File: config.mk
export PLATFORM = sky130hd
export DESIGN_NAME = mem_port_arbiter_flat
export DESIGN_NICKNAME = d
export VERILOG_FILES = /design/src/rtl/cpu_pkg.sv /design/src/rtl/mem_port_arbiter_if.sv /design/src/rtl/arb_watchdog.sv /design/src/rtl/mem_port_arbiter.sv /design/src/flat_wrapper.sv
export SDC_FILE = /design/constraint.sdc
export NUM_CORES = 1
export LEC_CHECK = 0
export ABC_AREA = 1
export CAP_MARGIN = 30
export CORE_MARGIN = 3
export CORE_UTILIZATION = 42
export CTS_CLUSTER_DIAMETER = 120
export CTS_CLUSTER_SIZE = 25
export DETAILED_ROUTE_END_ITERATION = 6
export GPL_ROUTABILITY_DRIVEN = 0
export PLACE_DENSITY = 0.86
export SLEW_MARGIN = 20
export SYNTH_ARGS = -nofsm -noshare
export SYNTH_HDL_FRONTEND = slang
export SYNTH_SLANG_ARGS = --single-unit
export TNS_END_PERCENT = 1
File: constraint.sdc
create_clock -name clk -period 7.4 [get_ports clk]
set_clock_uncertainty 0.2 [all_clocks]
set_input_delay 2.22 -clock clk [delete_from_list [all_inputs] [get_ports clk]]
set_output_delay 2.22 -clock clk [all_outputs]
set_load 0.005 [all_outputs]
File: src/rtl/cpu_pkg.sv
// Shared types for the unified memory port arbiter.
//   arb_state_t : arbiter FSM state (IDLE, REQ, WAIT)
//   owner_t     : which requester currently owns the memory port
//   DEFAULT_TIMEOUT_CYC : default watchdog budget in cycles (REQ + WAIT)
package cpu_pkg;

    typedef enum logic [1:0] {
        IDLE,
        REQ,
        WAIT
    } arb_state_t;

    typedef enum logic [1:0] {
        OWN_NONE,
        OWN_IF,
        OWN_DATA
    } owner_t;

    localparam int unsigned DEFAULT_TIMEOUT_CYC = 255;

endpackage

File: src/rtl/mem_port_arbiter_if.sv
// Bundle of every signal around the memory port arbiter: the fetch request
// channel, the load/store request channel, the memory port itself and the
// pipeline stall / error outputs.
//   slave  : the arbiter's view (takes requests, drives memory and stalls)
//   master : the surrounding pipeline + memory model's view
interface mem_port_arbiter_if #(
    parameter int unsigned ADDR_W = 32,
    parameter int unsigned DATA_W = 32
);

    // Fetch channel
    logic                  if_req;
    logic [ADDR_W-1:0]     if_addr;
    logic                  if_kill;
    logic [DATA_W-1:0]     if_rdata;
    logic                  if_done;

    // Load/store channel
    logic                  d_read;
    logic                  d_write;
    logic [ADDR_W-1:0]     d_addr;
    logic [DATA_W-1:0]     d_wdata;
    logic [DATA_W/8-1:0]   d_wstrb;
    logic [DATA_W-1:0]     d_rdata;
    logic                  d_done;

    // Memory port
    logic                  mem_req;
    logic                  mem_we;
    logic [ADDR_W-1:0]     mem_addr;
    logic [DATA_W-1:0]     mem_wdata;
    logic [DATA_W/8-1:0]   mem_wstrb;
    logic                  mem_gnt;
    logic                  mem_rvalid;
    logic [DATA_W-1:0]     mem_rdata;

    // Pipeline control
    logic                  if_stall;
    logic                  d_stall;
    logic                  bus_err;

    modport slave (
        input  if_req, if_addr, if_kill,
        output if_rdata, if_done,
        input  d_read, d_write, d_addr, d_wdata, d_wstrb,
        output d_rdata, d_done,
        output mem_req, mem_we, mem_addr, mem_wdata, mem_wstrb,
        input  mem_gnt, mem_rvalid, mem_rdata,
        output if_stall, d_stall, bus_err
    );

    modport master (
        output if_req, if_addr, if_kill,
        input  if_rdata, if_done,
        output d_read, d_write, d_addr, d_wdata, d_wstrb,
        input  d_rdata, d_done,
        input  mem_req, mem_we, mem_addr, mem_wdata, mem_wstrb,
        output mem_gnt, mem_rvalid, mem_rdata,
        input  if_stall, d_stall, bus_err
    );

endinterface

File: src/rtl/arb_watchdog.sv
// Transaction watchdog for the memory port arbiter.
//   clk, rst : clock and asynchronous active-high reset
//   clr      : restart the count (a new transaction is being issued)
//   en       : a transaction is outstanding (REQ or WAIT)
//   expire   : the outstanding transaction has used its last allowed cycle
module arb_watchdog import cpu_pkg::*; #(
    parameter int unsigned TIMEOUT_CYC = DEFAULT_TIMEOUT_CYC
) (
    input  logic clk,
    input  logic rst,
    input  logic clr,
    input  logic en,
    output logic expire
);

    localparam int unsigned      CNT_W = $clog2(TIMEOUT_CYC);
    localparam logic [CNT_W-1:0] LAST  = CNT_W'(TIMEOUT_CYC - 1);

    logic [CNT_W-1:0] cnt_q;

    always_ff @(posedge clk or posedge rst) begin
        if (rst) begin
            cnt_q <= '0;
        end else if (clr) begin
            cnt_q <= '0;
        end else if (en) begin
            cnt_q <= cnt_q + CNT_W'(1);
        end
    end

    assign expire = en && (cnt_q == LAST);

endmodule

File: src/rtl/mem_port_arbiter.sv
// Arbiter sharing one unified instruction/data memory port between the fetch
// stage and the load/store stage. Data requests have fixed priority; one
// transaction is outstanding at a time (IDLE -> REQ -> WAIT -> IDLE).
//   clk, rst : clock and asynchronous active-high reset
//   bus      : fetch channel, load/store channel, memory port, stalls and
//              the sticky bus_err timeout flag (see mem_port_arbiter_if)
module mem_port_arbiter import cpu_pkg::*; #(
    parameter int unsigned ADDR_W      = 32,
    parameter int unsigned DATA_W      = 32,
    parameter int unsigned TIMEOUT_CYC = DEFAULT_TIMEOUT_CYC
) (
    input logic               clk,
    input logic               rst,
    mem_port_arbiter_if.slave bus
);

    arb_state_t            state_q;
    owner_t                owner_q;
    logic                  mem_req_q;
    logic                  mem_we_q;
    logic [ADDR_W-1:0]     mem_addr_q;
    logic [DATA_W-1:0]     mem_wdata_q;
    logic [DATA_W/8-1:0]   mem_wstrb_q;
    logic [DATA_W-1:0]     if_rdata_q;
    logic [DATA_W-1:0]     d_rdata_q;
    logic                  if_done_q;
    logic                  d_done_q;
    logic                  bus_err_q;
    logic                  killed_q;

    logic d_pend;
    logic if_pend;
    logic if_killed;
    logic wd_clr;
    logic wd_en;
    logic wd_expire;
    logic resp_exit;
    logic timeout;

    // A request is still pending until its done pulse; in the done cycle the
    // requester still shows the old request, so it must not be re-issued.
    assign d_pend    = (bus.d_read | bus.d_write) & ~d_done_q;
    assign if_pend   = bus.if_req & ~if_done_q & ~bus.if_kill;
    assign if_killed = killed_q | bus.if_kill;

    assign wd_clr    = (state_q == IDLE) && (d_pend || if_pend);
    assign wd_en     = (state_q != IDLE);
    assign resp_exit = (state_q == WAIT) && bus.mem_rvalid;
    assign timeout   = wd_expire && !resp_exit;

    arb_watchdog #(
        .TIMEOUT_CYC (TIMEOUT_CYC)
    ) u_watchdog (
        .clk    (clk),
        .rst    (rst),
        .clr    (wd_clr),
        .en     (wd_en),
        .expire (wd_expire)
    );

    always_ff @(posedge clk or posedge rst) begin
        if (rst) begin
            state_q     <= IDLE;
            owner_q     <= OWN_NONE;
            mem_req_q   <= 1'b0;
            mem_we_q    <= 1'b0;
            mem_addr_q  <= '0;
            mem_wdata_q <= '0;
            mem_wstrb_q <= '0;
            if_rdata_q  <= '0;
            d_rdata_q   <= '0;
            if_done_q   <= 1'b0;
            d_done_q    <= 1'b0;
            bus_err_q   <= 1'b0;
            killed_q    <= 1'b0;
        end else begin
            if_done_q <= 1'b0;
            d_done_q  <= 1'b0;

            // A flush during an in-flight fetch is remembered so the late
            // response is swallowed even after if_kill has dropped.
            if (state_q != IDLE && owner_q == OWN_IF && bus.if_kill) begin
                killed_q <= 1'b1;
            end

            if (timeout) begin
                bus_err_q <= 1'b1;
                mem_req_q <= 1'b0;
                state_q   <= IDLE;
                owner_q   <= OWN_NONE;
                if (owner_q == OWN_DATA) begin
                    d_done_q  <= 1'b1;
                    d_rdata_q <= '0;
                end else if (owner_q == OWN_IF && !if_killed) begin
                    if_done_q  <= 1'b1;
                    if_rdata_q <= '0;
                end
            end else begin
                unique case (state_q)
                    IDLE: begin
                        if (d_pend) begin
                            mem_addr_q  <= bus.d_addr;
                            mem_wdata_q <= bus.d_wdata;
                            mem_wstrb_q <= bus.d_wstrb;
                            mem_we_q    <= bus.d_write;
                            mem_req_q   <= 1'b1;
                            owner_q     <= OWN_DATA;
                            killed_q    <= 1'b0;
                            state_q     <= REQ;
                        end else if (if_pend) begin
                            mem_addr_q  <= bus.if_addr;
                            mem_wstrb_q <= '0;
                            mem_we_q    <= 1'b0;
                            mem_req_q   <= 1'b1;
                            owner_q     <= OWN_IF;
                            killed_q    <= 1'b0;
                            state_q     <= REQ;
                        end
                    end
                    REQ: begin
                        // mem_req is held even across a flush: the handshake
                        // cannot be withdrawn once offered.
                        if (bus.mem_gnt) begin
                            mem_req_q <= 1'b0;
                            state_q   <= WAIT;
                        end
                    end
                    WAIT: begin
                        if (bus.mem_rvalid) begin
                            state_q <= IDLE;
                            owner_q <= OWN_NONE;
                            if (owner_q == OWN_DATA) begin
                                d_done_q <= 1'b1;
                                if (!mem_we_q) begin
                                    d_rdata_q <= bus.mem_rdata;
                                end
                            end else if (owner_q == OWN_IF && !if_killed) begin
                                if_done_q  <= 1'b1;
                                if_rdata_q <= bus.mem_rdata;
                            end
                        end
                    end
                    default: state_q <= IDLE;
                endcase
            end
        end
    end

    assign bus.mem_req   = mem_req_q;
    assign bus.mem_we    = mem_we_q;
    assign bus.mem_addr  = mem_addr_q;
    assign bus.mem_wdata = mem_wdata_q;
    assign bus.mem_wstrb = mem_wstrb_q;
    assign bus.if_rdata  = if_rdata_q;
    assign bus.d_rdata   = d_rdata_q;
    assign bus.if_done   = if_done_q;
    assign bus.d_done    = d_done_q;
    assign bus.bus_err   = bus_err_q;

    assign bus.if_stall  = bus.if_req & ~if_done_q;
    assign bus.d_stall   = (bus.d_read | bus.d_write) & ~d_done_q;

endmodule

File: src/flat_wrapper.sv
// flat-port wrapper written by rule: the top's interface ports become plain ports
module mem_port_arbiter_flat import cpu_pkg::*;
#(
    parameter int unsigned ADDR_W      = 32,
    parameter int unsigned DATA_W      = 32,
    parameter int unsigned TIMEOUT_CYC = DEFAULT_TIMEOUT_CYC
)
  (clk, rst, bus_if_req, bus_if_addr, bus_if_kill, bus_if_rdata, bus_if_done, bus_d_read, bus_d_write, bus_d_addr, bus_d_wdata, bus_d_wstrb, bus_d_rdata, bus_d_done, bus_mem_req, bus_mem_we, bus_mem_addr, bus_mem_wdata, bus_mem_wstrb, bus_mem_gnt, bus_mem_rvalid, bus_mem_rdata, bus_if_stall, bus_d_stall, bus_bus_err);
  mem_port_arbiter_if #(.ADDR_W(ADDR_W), .DATA_W(DATA_W)) bus_i ();
  input logic clk;
  input logic rst;
  input wire logic [$bits(bus_i.if_req)-1:0] bus_if_req;
  input wire logic [$bits(bus_i.if_addr)-1:0] bus_if_addr;
  input wire logic [$bits(bus_i.if_kill)-1:0] bus_if_kill;
  output wire logic [$bits(bus_i.if_rdata)-1:0] bus_if_rdata;
  output wire logic [$bits(bus_i.if_done)-1:0] bus_if_done;
  input wire logic [$bits(bus_i.d_read)-1:0] bus_d_read;
  input wire logic [$bits(bus_i.d_write)-1:0] bus_d_write;
  input wire logic [$bits(bus_i.d_addr)-1:0] bus_d_addr;
  input wire logic [$bits(bus_i.d_wdata)-1:0] bus_d_wdata;
  input wire logic [$bits(bus_i.d_wstrb)-1:0] bus_d_wstrb;
  output wire logic [$bits(bus_i.d_rdata)-1:0] bus_d_rdata;
  output wire logic [$bits(bus_i.d_done)-1:0] bus_d_done;
  output wire logic [$bits(bus_i.mem_req)-1:0] bus_mem_req;
  output wire logic [$bits(bus_i.mem_we)-1:0] bus_mem_we;
  output wire logic [$bits(bus_i.mem_addr)-1:0] bus_mem_addr;
  output wire logic [$bits(bus_i.mem_wdata)-1:0] bus_mem_wdata;
  output wire logic [$bits(bus_i.mem_wstrb)-1:0] bus_mem_wstrb;
  input wire logic [$bits(bus_i.mem_gnt)-1:0] bus_mem_gnt;
  input wire logic [$bits(bus_i.mem_rvalid)-1:0] bus_mem_rvalid;
  input wire logic [$bits(bus_i.mem_rdata)-1:0] bus_mem_rdata;
  output wire logic [$bits(bus_i.if_stall)-1:0] bus_if_stall;
  output wire logic [$bits(bus_i.d_stall)-1:0] bus_d_stall;
  output wire logic [$bits(bus_i.bus_err)-1:0] bus_bus_err;
  assign bus_i.if_req = bus_if_req;
  assign bus_i.if_addr = bus_if_addr;
  assign bus_i.if_kill = bus_if_kill;
  assign bus_if_rdata = bus_i.if_rdata;
  assign bus_if_done = bus_i.if_done;
  assign bus_i.d_read = bus_d_read;
  assign bus_i.d_write = bus_d_write;
  assign bus_i.d_addr = bus_d_addr;
  assign bus_i.d_wdata = bus_d_wdata;
  assign bus_i.d_wstrb = bus_d_wstrb;
  assign bus_d_rdata = bus_i.d_rdata;
  assign bus_d_done = bus_i.d_done;
  assign bus_mem_req = bus_i.mem_req;
  assign bus_mem_we = bus_i.mem_we;
  assign bus_mem_addr = bus_i.mem_addr;
  assign bus_mem_wdata = bus_i.mem_wdata;
  assign bus_mem_wstrb = bus_i.mem_wstrb;
  assign bus_i.mem_gnt = bus_mem_gnt;
  assign bus_i.mem_rvalid = bus_mem_rvalid;
  assign bus_i.mem_rdata = bus_mem_rdata;
  assign bus_if_stall = bus_i.if_stall;
  assign bus_d_stall = bus_i.d_stall;
  assign bus_bus_err = bus_i.bus_err;
  mem_port_arbiter #(.ADDR_W(ADDR_W), .DATA_W(DATA_W), .TIMEOUT_CYC(TIMEOUT_CYC)) u_core (.clk(clk), .rst(rst), .bus(bus_i));
endmodule
==> run_results.csv <==
group,metric,value,unit
routing,vias_per_cell,5.06,
die,die_h,129,µm
place,dp_hpwl,13400,µm
yosys,async_reset_ff_share,100,%
sta,relSlewSlack,56.2,%
setup_path,cp-startpoint,"bus_d_write",
yosys,ys.flop_type,"dfrtp_1",
setup_path,critPathCapture,"bus_d_stall",
setup_path,rr_startpoint,"u_core.u_watchdog.cnt_q[0]",
sta,period_share,79.0,%
clock_network,cts_tree,"yes",
run,drv_cap,0,
die,fp-row-count,44,
cells_and_area,area_growth,55.7,%
grt,grt_pass1_vias,5581,
yosys,synth_area_leaders,"dfrtp_1 (59%), nand2_1 (14%), mux2_2 (5.6%), o21ai_2 (3.3%), nand4_1 (3.2%)",
power,power,3.95,mW
place,port_buffers,278,
yosys,ys_warn_count,0,
setup_path,worstPathRequired,4.98,ns
yosys,synth_top_area_cell,"dfrtp_1",
die,initial_core_util,43.4,%
hold_path,hp-class,"reg2reg",
setup_path,reg2reg_slack,4.74,ns
yosys,synth_top_area_share,58.8,%
routing,vias,5678,
routing,drc_errors,0,
sta,worstMarginPinSlew,0.657,ns
die,core_area,14700,µm²
yosys,synth_edf_count,0,
grt,grt_max_degree,101,
yosys,yosysUniqueCellTypes,26,
power,ir_drop,0.227,mV
clock_network,clockBufferDepth,2,
sta,min_period,5.84,ns
die,die-area,16700,µm²
yosys,synth_adder_area_share,0.392,%
setup_path,ff2ff_path_depth,11,
clock_network,cts-hold-fix-buffers,0,
sta,fmax,0.171,GHz
die,fp.dieW,129,µm
setup_path,critPathMaxFanout,2,
sta,setup_viol,0,
grt,grt_usage,22.4,%
setup_path,critPathCaptureType,"primary output",
setup_path,arrival,3.42,ns
clock_network,clkLatencyLatePin,0.42,ns
yosys,synth.most_common_cell,"nand2_1",
clock_network,root_buffer,"clkbuf_16",
clock_network,cts_resized,0,
sta,rsz0062_at_grt,"false",
yosys,muxShareOfSynthArea,5.65,%
place,dp.cells,1091,
routing,drt-initial-drc-count,352,
clock_network,postCtsSetupBuffers,0,
yosys,synthTopCellsByCount,"nand2_1 (234), dfrtp_1 (150), nor2_1 (45)",
sta,hold_violations,0,
routing,drtPass1Iterations,4,
cells_and_area,drive_gt1_share,11.5,%
routing,routed_wl,18900,µm
setup_path,cp-start-kind,"input pin",
yosys,synth_nets,803,
sta,setup_tns,0,ns
clock_network,cts_num_sinks,150,
routing,ant_nets,0,
clock_network,htreeDepth,4,
power,leakagePower,4.51,nW
yosys,synth-xor-area-share,0.137,%
sta,drv_slew,0,
cells_and_area,antennaDiodeCount,0,
setup_path,r2r_end,"u_core.bus.d_rdata[17]",
cells_and_area,final_net_count,1070,
grt,gr-total-overflow,0,
clock_network,numCtsBuffers,17,
yosys,synth_top_family_by_area,"simple AND/OR/NAND/NOR gates",
setup_path,critical_path_class,"in2out",
grt,grt_pass1_wl,28900,µm
yosys,synthSimpleGateAreaFrac,21.4,%
routing,wire_per_inst,16.8,µm
cells_and_area,stdcell_count,1122,
yosys,syn_area,6380,µm²
clock_network,clk_pin_slew,0.06,ns
yosys,synth-compound-area-share,8.49,%
yosys,yosysSeqAreaShare,58.8,%
yosys,postSynthRegisterBits,150,
yosys,synth.avg_cell_area,9.66,µm²
die,io_pins,279,
outcome,outcome,"complete, no violations",
yosys,postSynthCellCount,661,
power,pwr_density_cell,397,nW/µm²
grt,antenna_found_initial,0,
[sequential cells by signal, indices dropped and copies added (netlist names), 2 cells and up]
| register | cells |
|---|---|
| u_core.owner_q | 2 |
| u_core.state_q | 2 |
| u_core.bus.d_rdata | 32 |
| u_core.bus.mem_wstrb | 4 |
| u_core.bus.mem_addr | 32 |
| u_core.u_watchdog.cnt_q | 8 |
| u_core.bus.if_rdata | 32 |
| u_core.bus.mem_wdata | 32 |
[cells in the final DEF (no fill, tap or decap), types with 3 or more instances in the layout]
cell type,count
nor2_1,43
nand4_1,33
nor3_1,4
mux2_2,32
bufinv_16,5
clkbuf_16,17
clkdlybuf4s50_1,278
inv_1,19
o21ai_0,11
inv_6,3
dfrtp_1,150
a31oi_1,32
nand3_1,8
inv_2,3
buf_4,8
nor2_2,3
o21ai_2,24
o21ai_1,12
nand2_1,234
[cells by family after synthesis]
| family | count (synthesis) |
|---|---|
| adders and majority gates | 2 |
| AOI/OAI and AO/OA | 82 |
| buffers and inverters | 64 |
| and+or+nand+nor | 330 |
| muxes | 32 |
| xor gates and xnor gates | 1 |
| DFF | 150 |
[worst max-delay path: stages]
cell,delay [ns]
clkdlybuf4s50_1,0.50
o21ai_2,0.09
inv_1,0.08
clkdlybuf4s50_1,0.54
[report_power, final]
group	switching [mW]	internal (mW)	total, mW	leakage (nW)
logic	0.673	0.937	1.61	2.36
clock network	0.341	0.605	0.946	0.305
registers	0.208	1.19	1.39	1.84
total	1.22	2.73	3.95	4.51
[worst min-delay path by stage]
stage | start | to | slack (ns) | depth (start not counted)
after floorplan | u_core.owner_q[1] | u_core.owner_q[1] | 0.24 | 2
after global placement | u_core.bus.d_rdata[29] | u_core.bus.d_rdata[29] | 0.25 | 2
after detailed placement | u_core.bus.bus_err | u_core.bus.bus_err | 0.25 | 2
after CTS | u_core.bus.bus_err | u_core.bus.bus_err | 0.27 | 2
after global routing | u_core.bus.bus_err | u_core.bus.bus_err | 0.29 | 2
final | u_core.bus.bus_err | u_core.bus.bus_err | 0.27 | 2
[per-stage QoR]
stage	setup slack [ns]	instance area [µm²]	utilization [%]	hold WS, ns
after global routing	1.47	9940	67.6	0.293
final	1.56	9940	67.6	0.269
after CTS	1.54	9890	67.3	0.267
after global placement	1.55	9230	62.8	0.252
after detailed placement	1.55	9250	62.9	0.252
after floorplan	0.944	6380	-	0.242
[per-layer routing]
metal / vias up / GRT usage (%) / part of all wire [%]
met5: - / 0 / 0
met4: 0 / 9.14 / 2.9
met3: 33 / 8.57 / 8.7
met2: 227 / 37.9 / 50
met1: 2697 / 25.5 / 38
li1: 2721 / - / -
[cell type report]
| cell class | instances | area (µm²) |
|---|---|---|
| Multi-Input combinational cell | 447 | 2310 |
| Tap cell | 184 | 230 |
| Inverter | 23 | 91.3 |
| Fill cell | 1147 | 4760 |
| Sequential cell | 150 | 3750 |
| Clock inverter | 11 | 200 |
| Clock buffer | 18 | 439 |
| Timing Repair Buffer | 289 | 2920 |
No activity file was read; power rests on OpenSTA's default activity.
